===== src/rtl/bram_pl_bist_seq.sv =====
// Preload-bus BIST sequencer for the 18K BRAM array.
// Drives the daisy-chained preload bus through four test phases:
// clear tile status, broadcast checkerboard write, broadcast read with
// in-tile compare, then targeted read-back of every tile's sticky
// mismatch word. The first failing tile in row-major scan order is
// reported on fail_*; pass_o drops if any tile reports a mismatch.

// Bus-protocol properties for the sequencer, kept apart from the datapath.
module bram_pl_bist_seq_chk (
    input logic PL_CLK_i,
    input logic RESET_ni,
    input logic pl_ena_s,
    input logic pl_wen_s,
    input logic pl_ren_s,
    input logic pl_init_s,
    input logic busy_s,
    input logic done_s
);

    // A tile can never be asked to write and read in the same cycle.
    wen_ren_excl_a : assert property (@(posedge PL_CLK_i) disable iff (!RESET_ni)
        !(pl_wen_s && pl_ren_s));

    // Any strobe on the bus must be qualified by ENA.
    strobe_needs_ena_a : assert property (@(posedge PL_CLK_i) disable iff (!RESET_ni)
        (pl_wen_s || pl_ren_s || pl_init_s) |-> pl_ena_s);

    // Completion is reported only once the sequence has released busy.
    done_not_busy_a : assert property (@(posedge PL_CLK_i) disable iff (!RESET_ni)
        done_s |-> !busy_s);

    // Completion is a single-cycle pulse.
    done_pulse_a : assert property (@(posedge PL_CLK_i) disable iff (!RESET_ni)
        done_s |=> !done_s);

endmodule

module bram_pl_bist_seq #(
    parameter int NUM_ROW = 4,
    parameter int NUM_COL = 4
) (
    input  logic        PL_CLK_i,
    input  logic        RESET_ni,
    input  logic        start_i,
    input  logic [17:0] pattern_i,
    input  logic [9:0]  last_addr_i,
    output logic        busy_o,
    output logic        done_o,
    output logic        pass_o,
    output logic [9:0]  fail_row_o,
    output logic [9:0]  fail_col_o,
    output logic [17:0] fail_status_o,
    output logic        PL_ENA_o,
    output logic        PL_WEN_o,
    output logic        PL_REN_o,
    output logic        PL_INIT_o,
    output logic [31:0] PL_ADDR_o,
    output logic [17:0] PL_DATA_o,
    input  logic [17:0] PL_DATA_IN_i
);

    typedef enum logic [2:0] {
        ST_IDLE   = 3'd0,
        ST_CLEAR  = 3'd1,
        ST_WRITE  = 3'd2,
        ST_READ   = 3'd3,
        ST_DRAIN  = 3'd4,
        ST_STATUS = 3'd5,
        ST_DONE   = 3'd6
    } state_t;

    localparam logic [9:0] LAST_ROW = 10'(NUM_ROW);
    localparam logic [9:0] LAST_COL = 10'(NUM_COL);

    // Checkerboard background: odd word addresses carry the inverted pattern.
    function automatic logic [17:0] checker_word(input logic [9:0] addr, input logic [17:0] pattern);
        return addr[0] ? ~pattern : pattern;
    endfunction

    // Targeted tile access: row/col IDs in the upper fields, word 0.
    function automatic logic [31:0] tile_addr(input logic [9:0] row, input logic [9:0] col);
        return {row, col, 12'h000};
    endfunction

    // Broadcast access: row/col wildcard (0), word address in the low field.
    function automatic logic [31:0] bcast_addr(input logic [9:0] addr);
        return {22'h000000, addr};
    endfunction

    state_t      state_r;
    logic [9:0]  row_r;
    logic [9:0]  col_r;
    logic [9:0]  addr_r;
    logic [17:0] pattern_r;
    logic [9:0]  last_addr_r;
    logic        status_sample_r;

    logic [9:0]  row_nxt_s;
    logic [9:0]  col_nxt_s;
    logic        last_tile_s;
    logic        last_word_s;

    // Row-major tile scan: column runs fastest and wraps back to 1.
    always_comb begin
        row_nxt_s = row_r;
        col_nxt_s = col_r;
        if (col_r == LAST_COL) begin
            col_nxt_s = 10'd1;
            row_nxt_s = row_r + 10'd1;
        end else begin
            col_nxt_s = col_r + 10'd1;
            row_nxt_s = row_r;
        end
    end

    assign last_tile_s = (row_r == LAST_ROW) && (col_r == LAST_COL);
    assign last_word_s = (addr_r == last_addr_r);

    // Sequencer FSM with registered bus and result outputs.
    always_ff @(posedge PL_CLK_i or negedge RESET_ni) begin
        if (!RESET_ni) begin
            state_r         <= ST_IDLE;
            row_r           <= 10'd0;
            col_r           <= 10'd0;
            addr_r          <= 10'd0;
            pattern_r       <= 18'h00000;
            last_addr_r     <= 10'd0;
            status_sample_r <= 1'b0;
            busy_o          <= 1'b0;
            done_o          <= 1'b0;
            pass_o          <= 1'b0;
            fail_row_o      <= 10'd0;
            fail_col_o      <= 10'd0;
            fail_status_o   <= 18'h00000;
            PL_ENA_o        <= 1'b0;
            PL_WEN_o        <= 1'b0;
            PL_REN_o        <= 1'b0;
            PL_INIT_o       <= 1'b0;
            PL_ADDR_o       <= 32'h00000000;
            PL_DATA_o       <= 18'h00000;
        end else begin
            done_o <= 1'b0;

            // The status word of the tile addressed last cycle is on the
            // chain tail now; the tile ID is still held on PL_ADDR_o.
            if (status_sample_r) begin
                if (PL_DATA_IN_i != 18'h00000) begin
                    pass_o <= 1'b0;
                    if (pass_o) begin
                        fail_row_o    <= PL_ADDR_o[31:22];
                        fail_col_o    <= PL_ADDR_o[21:12];
                        fail_status_o <= PL_DATA_IN_i;
                    end
                end
            end

            case (state_r)
                ST_IDLE: begin
                    PL_ENA_o        <= 1'b0;
                    PL_WEN_o        <= 1'b0;
                    PL_REN_o        <= 1'b0;
                    PL_INIT_o       <= 1'b0;
                    PL_ADDR_o       <= 32'h00000000;
                    PL_DATA_o       <= 18'h00000;
                    status_sample_r <= 1'b0;
                    if (start_i) begin
                        pattern_r     <= pattern_i;
                        last_addr_r   <= last_addr_i;
                        busy_o        <= 1'b1;
                        pass_o        <= 1'b1;
                        fail_row_o    <= 10'd0;
                        fail_col_o    <= 10'd0;
                        fail_status_o <= 18'h00000;
                        row_r         <= 10'd1;
                        col_r         <= 10'd1;
                        addr_r        <= 10'd0;
                        state_r       <= ST_CLEAR;
                    end
                end

                ST_CLEAR: begin
                    PL_ENA_o  <= 1'b1;
                    PL_WEN_o  <= 1'b1;
                    PL_REN_o  <= 1'b0;
                    PL_INIT_o <= 1'b0;
                    PL_ADDR_o <= tile_addr(row_r, col_r);
                    PL_DATA_o <= 18'h00000;
                    if (last_tile_s) begin
                        addr_r  <= 10'd0;
                        state_r <= ST_WRITE;
                    end else begin
                        row_r <= row_nxt_s;
                        col_r <= col_nxt_s;
                    end
                end

                ST_WRITE: begin
                    PL_ENA_o  <= 1'b1;
                    PL_WEN_o  <= 1'b1;
                    PL_REN_o  <= 1'b0;
                    PL_INIT_o <= 1'b0;
                    PL_ADDR_o <= bcast_addr(addr_r);
                    PL_DATA_o <= checker_word(addr_r, pattern_r);
                    if (last_word_s) begin
                        addr_r  <= 10'd0;
                        state_r <= ST_READ;
                    end else begin
                        addr_r <= addr_r + 10'd1;
                    end
                end

                ST_READ: begin
                    PL_ENA_o  <= 1'b1;
                    PL_WEN_o  <= 1'b0;
                    PL_REN_o  <= 1'b1;
                    PL_INIT_o <= 1'b1;
                    PL_ADDR_o <= bcast_addr(addr_r);
                    PL_DATA_o <= checker_word(addr_r, pattern_r);
                    if (last_word_s) begin
                        state_r <= ST_DRAIN;
                    end else begin
                        addr_r <= addr_r + 10'd1;
                    end
                end

                ST_DRAIN: begin
                    // Address and expected data stay put so the tiles'
                    // delayed compare of the last word sees a stable bus.
                    PL_ENA_o  <= 1'b1;
                    PL_WEN_o  <= 1'b0;
                    PL_REN_o  <= 1'b0;
                    PL_INIT_o <= 1'b1;
                    row_r     <= 10'd1;
                    col_r     <= 10'd1;
                    state_r   <= ST_STATUS;
                end

                ST_STATUS: begin
                    PL_ENA_o        <= 1'b1;
                    PL_WEN_o        <= 1'b0;
                    PL_REN_o        <= 1'b1;
                    PL_INIT_o       <= 1'b1;
                    PL_ADDR_o       <= tile_addr(row_r, col_r);
                    PL_DATA_o       <= 18'h00000;
                    status_sample_r <= 1'b1;
                    if (last_tile_s) begin
                        state_r <= ST_DONE;
                    end else begin
                        row_r <= row_nxt_s;
                        col_r <= col_nxt_s;
                    end
                end

                ST_DONE: begin
                    PL_ENA_o        <= 1'b0;
                    PL_WEN_o        <= 1'b0;
                    PL_REN_o        <= 1'b0;
                    PL_INIT_o       <= 1'b0;
                    PL_ADDR_o       <= 32'h00000000;
                    PL_DATA_o       <= 18'h00000;
                    status_sample_r <= 1'b0;
                    done_o          <= 1'b1;
                    busy_o          <= 1'b0;
                    state_r         <= ST_IDLE;
                end

                default: begin
                    PL_ENA_o        <= 1'b0;
                    PL_WEN_o        <= 1'b0;
                    PL_REN_o        <= 1'b0;
                    PL_INIT_o       <= 1'b0;
                    PL_ADDR_o       <= 32'h00000000;
                    PL_DATA_o       <= 18'h00000;
                    status_sample_r <= 1'b0;
                    busy_o          <= 1'b0;
                    state_r         <= ST_IDLE;
                end
            endcase
        end
    end

    bram_pl_bist_seq_chk u_chk (
        .PL_CLK_i  (PL_CLK_i),
        .RESET_ni  (RESET_ni),
        .pl_ena_s  (PL_ENA_o),
        .pl_wen_s  (PL_WEN_o),
        .pl_ren_s  (PL_REN_o),
        .pl_init_s (PL_INIT_o),
        .busy_s    (busy_o),
        .done_s    (done_o)
    );

endmodule

===== config.mk =====
export PLATFORM = sky130hd
export DESIGN_NAME = bram_pl_bist_seq
export DESIGN_NICKNAME = d
export VERILOG_FILES = /design/src/rtl/bram_pl_bist_seq.sv
export SDC_FILE = /design/constraint.sdc
export NUM_CORES = 1
export LEC_CHECK = 0
export CORE_MARGIN = 2
export CORE_UTILIZATION = 30
export CTS_BUF_LIST = sky130_fd_sc_hd__clkbuf_8 sky130_fd_sc_hd__clkbuf_16
export CTS_CLUSTER_DIAMETER = 50
export CTS_CLUSTER_SIZE = 12
export DETAILED_ROUTE_END_ITERATION = 7
export PLACE_DENSITY = 0.52
export SYNTH_ARGS = -nofsm -noshare
export SYNTH_HDL_FRONTEND = slang
export SYNTH_SLANG_ARGS = --single-unit
export TNS_END_PERCENT = 50

===== constraint.sdc =====
create_clock -name PL_CLK_i -period 1.85 [get_ports PL_CLK_i]
set_input_delay 0.37 -clock PL_CLK_i [delete_from_list [all_inputs] [get_ports PL_CLK_i]]
set_output_delay 0.37 -clock PL_CLK_i [all_outputs]
set_load 0.05 [all_outputs]

==> results by stage <==
Status:
- The run finished, with violations left.
- The final reports fail on setup timing.

GRT:
- The first global-routing pass estimated 30,900 µm of wire.
- Entering global routing, the biggest net connects 42 pins.
- The aggregate global-route resource usage is 16.2%.
- Summed over all layers, the global routing overflow is 0.
- The via count of the first global-routing pass is 5,782.
- The initial antenna violation count came to 0.

Yosys:
- The prevailing post-synth register cell is sky130_fd_sc_hd__dfrtp_1.
- The share of synthesized area in the top cell type comes to a little under three fifths.
- Counting flops with an async set or reset pin after synthesis yields a share of 100%.
- The post-synth design cell area is about 6900 µm².
- The synthesized design contains 0 enable-type register cells.
- Yosys printed 0 warnings.
- In the post-synthesis netlist, the biggest area contributors are sky130_fd_sc_hd__dfrtp_1, sky130_fd_sc_hd__mux2_2, sky130_fd_sc_hd__mux2i_1.
- The number of unique standard cell types used by synthesis is 49.
- After synthesis the netlist holds a flip-flop and latch count of 155.
- The post-synthesis average cell area is 11.4 µm².
- The portion of the post-synthesis area used by sequential elements is 56.4%.
- The post-synthesis cell type with the largest combined area is sky130_fd_sc_hd__dfrtp_1.
- The number of instances in the synthesized netlist is 605.

Timing:
- Setup violations remaining at the end of the flow were counted as 17.
- The setup clock skew after layout is just over 0.009 ns.
- In this run the tightest slew margin relative to its limit is 60.2%.
- Setup repair after global routing could not meet its margin everywhere.
- Hold timing on the final database bottoms out at a slack of 0.195 ns.
- After routing, the total negative slack on setup checks comes to -0.876 ns.
- The number of max-slew violations in the final report is 0.
- The part of the cycle the worst path needs is 105%.
- The routed design could run at a clock period as short as 1.95 ns.
- Static timing analysis puts the maximum clock frequency at a little over 500 MHz.
- The final hold violation count is 0.
- The final setup slack of the worst path is -0.0996 ns.
- The measured slew at the worst slew-check pin is 0.596 ns.

Floorplanning:
- Pin placement for this block handled 144 I/O pins.
- The width of the die is 155 µm.
- The area of the core is 22,600 µm².
- The number of placement rows is 55.
- The die covers 24,200 µm².
- Measured along the y axis, the die boundary spans 155 µm.
- Once the floorplan was initialized, standard cells occupied 30.5% of the core.

Setup path:
- Data on the critical path is required at its endpoint by 2.16 ns.
- The startpoint of the lowest-slack register-to-register path is col_r[1].
- The worst setup path is launched from a flop.
- The critical path arrival is 2.26 ns.
- The critical path in this run is classified as reg -> reg.
- The largest fanout on the critical path is 5.
- The endpoint identified for the worst register-to-register timing path is addr_r[8].
- STA classifies the critical path endpoint as a flop.
- Counting cells, the worst reg-to-reg path comes to 7.
- Across all register-to-register paths, the minimum setup slack is -0.1 ns.

Clock tree:
- Clock tree synthesis inserted a total of 17 buffers.
- The clock tree from TritonCTS is yes.
- The clock transition at the registers of the reported paths is ~0.060 ns.
- The maximum level of the CTS H-tree is 4.
- The tree built by TritonCTS fans out to 155 sinks.
- The latest clock arrival within the worst-skew pair is 0.42 ns.
- The maximum clock insertion buffer count is 2.
- The root buffer selected by CTS is sky130_fd_sc_hd__clkbuf_16.

Final layout:
- The leading cell type in the layout, fill and taps excluded is sky130_fd_sc_hd__buf_4.
- The number of antenna diodes in the final layout is 0.
- The library cells used most frequently in the layout, excluding fill and tap cells, are sky130_fd_sc_hd__buf_4, sky130_fd_sc_hd__dfrtp_1, sky130_fd_sc_hd__nor2_1.
- The layout cell share with drive strength beyond 1 is around 37%.
- The number of standard cells in the final layout excluding fillers is around 1,100.
- The count of filler cells inserted in the layout is 2,092.
- The final layout contains 890 nets.
- The synthesis-to-layout area growth is 48.0%.
- The core occupancy in the finished layout is 45.1%.

Route:
- The total via count in the routed design is about 5,600.
- Wires add up to 19,400 µm.
- The number of remaining DRC errors is 0.
- The final routed wire length divided by cell count is 17.2 µm.
- The number of antenna-violating nets in the routed design is 0.
- The count of TritonRoute iterations in the first routing pass is 4.
- Dividing the detail-routed via count by the number of cells gives 4.94.
- The violation count after the first detailed-routing iteration is 300.

Place:
- The number of buffers added on ports is between 100 and 150.
- Counting tap cells, the placed design contains a total of 1,075 instances.
- The wire-length estimate of the detail-placed layout is 13,300 µm.
- The global placement routability congestion is 0.778.

Hold path:
- The min-delay analysis places its worst path in the category in -> reg.
- The depth of the worst hold-timing path is 3.
- The critical hold path startpoint is PL_DATA_IN_i[13].
- The end of the worst hold path is fail_status_o[13].

Power and ir drop:
- In this run the static leakage power is 5.16 nW.
- Dividing total power by cell area gives a power density of 703 nW/µm².
- The worst supply voltage drop on vdd is about 0.56 mV.
- The power after layout is 7.16 mW.

Flow run:
- Across the run, the number of max-cap violations was 0.
==> flip-flops by register name, indices dropped and copies added (netlist names) <==
signal,flops
PL_ADDR_o,30
PL_DATA_o,18
PL_ENA_o,1
PL_INIT_o,1
PL_REN_o,1
PL_WEN_o,1
addr_r,10
busy_o,1
col_r,10
done_o,1
fail_col_o,10
fail_row_o,10
fail_status_o,18
last_addr_r,10
pass_o,1
pattern_r,18
row_r,10
state_r,3
status_sample_r,1
==> metrics by stage <==
step           worst slack (ns)  instance area, µm²
3_3_place_gp             -0.530                8920
4_1_cts                 -0.0653                9860
2_1_floorplan           -0.0491                6880
5_1_grt                  -0.200               10200
3_5_place_dp             -0.713                8920
6_report                -0.0996               10200
==> kinds of logic (layout without fill, tap and decap cells) <==
family                   after synthesis  after routing  share of synthesized area [%]
AND/OR/NAND/NOR                      179            179                           12.9
buffers and inverters                 49            287                           3.60
multiplexers                          61             61                           9.42
XOR/XNOR                              30             30                           3.82
adder cells (fa/ha/maj)                5              5                          0.910
flip-flops                           155            155                           56.4
AO/OA/AOI/OAI                        125            127                           12.9
other                                  1              2                         0.0545
==> critical path: stages (launching register included) <==
cell	delay (ns)
sky130_fd_sc_hd__dfrtp_1	0.40
sky130_fd_sc_hd__inv_2	0.08
sky130_fd_sc_hd__ha_4	0.11
sky130_fd_sc_hd__nor2b_4	0.14
sky130_fd_sc_hd__nand4_1	0.23
sky130_fd_sc_hd__o2bb2a_4	0.31
sky130_fd_sc_hd__a2bb2oi_4	0.18
sky130_fd_sc_hd__a221o_1	0.38
==> power breakdown <==
part	switching, mW	internal [mW]
Sequential	0	3.39
Combinational	0.106	0.0988
Clock	1.37	2.19
==> worst max-delay path by stage <==
| stage | start | endpoint | cells after the start |
|---|---|---|---|
| 3_3_place_gp | PL_DATA_IN_i[9] | fail_col_o[5] | 7 |
| 3_5_place_dp | PL_DATA_IN_i[9] | fail_col_o[7] | 7 |
| 4_1_cts | last_addr_r[3] | addr_r[2] | 7 |
| 5_1_grt | col_r[1] | addr_r[8] | 7 |
| 2_1_floorplan | col_r[0] | addr_r[2] | 7 |
| 6_report | col_r[1] | addr_r[8] | 7 |
==> per-layer routing <==
layer / part of all wire (%) / up-vias / GRT usage, % / routed length, µm
met3: 7.5 / 13 / 5.79 / 1460
met1: 43 / 2784 / 20.4 / 8350
met5: 0 / - / 0 / 0
li1: - / 2620 / - / -
met4: 0.98 / 0 / 4.46 / 191
met2: 49 / 167 / 26.4 / 9430
==> synth_stat cells (2+ instances only) <==
| cell type | instances |
|---|---|
| sky130_fd_sc_hd__a221o_1 | 5 |
| sky130_fd_sc_hd__nor3_1 | 6 |
| sky130_fd_sc_hd__inv_1 | 7 |
| sky130_fd_sc_hd__mux2_2 | 30 |
| sky130_fd_sc_hd__a31oi_1 | 5 |
| sky130_fd_sc_hd__nand3_1 | 24 |
| sky130_fd_sc_hd__buf_1 | 3 |
| sky130_fd_sc_hd__buf_4 | 2 |
| sky130_fd_sc_hd__buf_6 | 3 |
| sky130_fd_sc_hd__a21o_1 | 3 |
| sky130_fd_sc_hd__xnor2_1 | 18 |
| sky130_fd_sc_hd__nor2_1 | 51 |
| sky130_fd_sc_hd__buf_2 | 9 |
| sky130_fd_sc_hd__o31ai_1 | 14 |
| sky130_fd_sc_hd__nor2b_1 | 6 |
| sky130_fd_sc_hd__or3_1 | 2 |
| sky130_fd_sc_hd__nand4_1 | 8 |
| sky130_fd_sc_hd__nand2_1 | 48 |
| sky130_fd_sc_hd__nand2b_1 | 4 |
| sky130_fd_sc_hd__dfrtp_1 | 155 |
| sky130_fd_sc_hd__a211o_1 | 2 |
| sky130_fd_sc_hd__and3_1 | 12 |
| sky130_fd_sc_hd__mux2i_1 | 31 |
| sky130_fd_sc_hd__and2_1 | 6 |
| sky130_fd_sc_hd__clkbuf_1 | 23 |
| sky130_fd_sc_hd__xor2_1 | 12 |
| sky130_fd_sc_hd__a22o_1 | 25 |
| sky130_fd_sc_hd__buf_8 | 2 |
| sky130_fd_sc_hd__nor3b_1 | 3 |
| sky130_fd_sc_hd__o21a_1 | 2 |
| sky130_fd_sc_hd__o21ai_0 | 44 |
| sky130_fd_sc_hd__nor4_4 | 2 |
| sky130_fd_sc_hd__o41ai_1 | 3 |
| sky130_fd_sc_hd__a21oi_1 | 14 |
| sky130_fd_sc_hd__ha_1 | 5 |
| sky130_fd_sc_hd__nor4_1 | 3 |
==> area by class of cell <==
| class | count | area [µm²] | share of cell area [%] |
|---|---|---|---|
| inverters | 7 | 26.3 | 0.258 |
| well taps | 285 | 357 | 3.50 |
| multi-input cells | 404 | 3110 | 30.5 |
| clock buffers | 20 | 467 | 4.58 |
| repair buffers | 251 | 2220 | 21.8 |
| clock inverters | 9 | 124 | 1.22 |
| flip-flops and latches | 155 | 3880 | 38.1 |
==> repair_timing <==
item	CTS	global route
setup endpoints to repair	66	58
resized for setup	40	67
gates cloned	4	1
hold endpoints to repair	19	0
buffers inserted	14	9
pin swaps	23	28
hold buffers	1	0
Note: power is estimated with default switching activity, not from simulation.
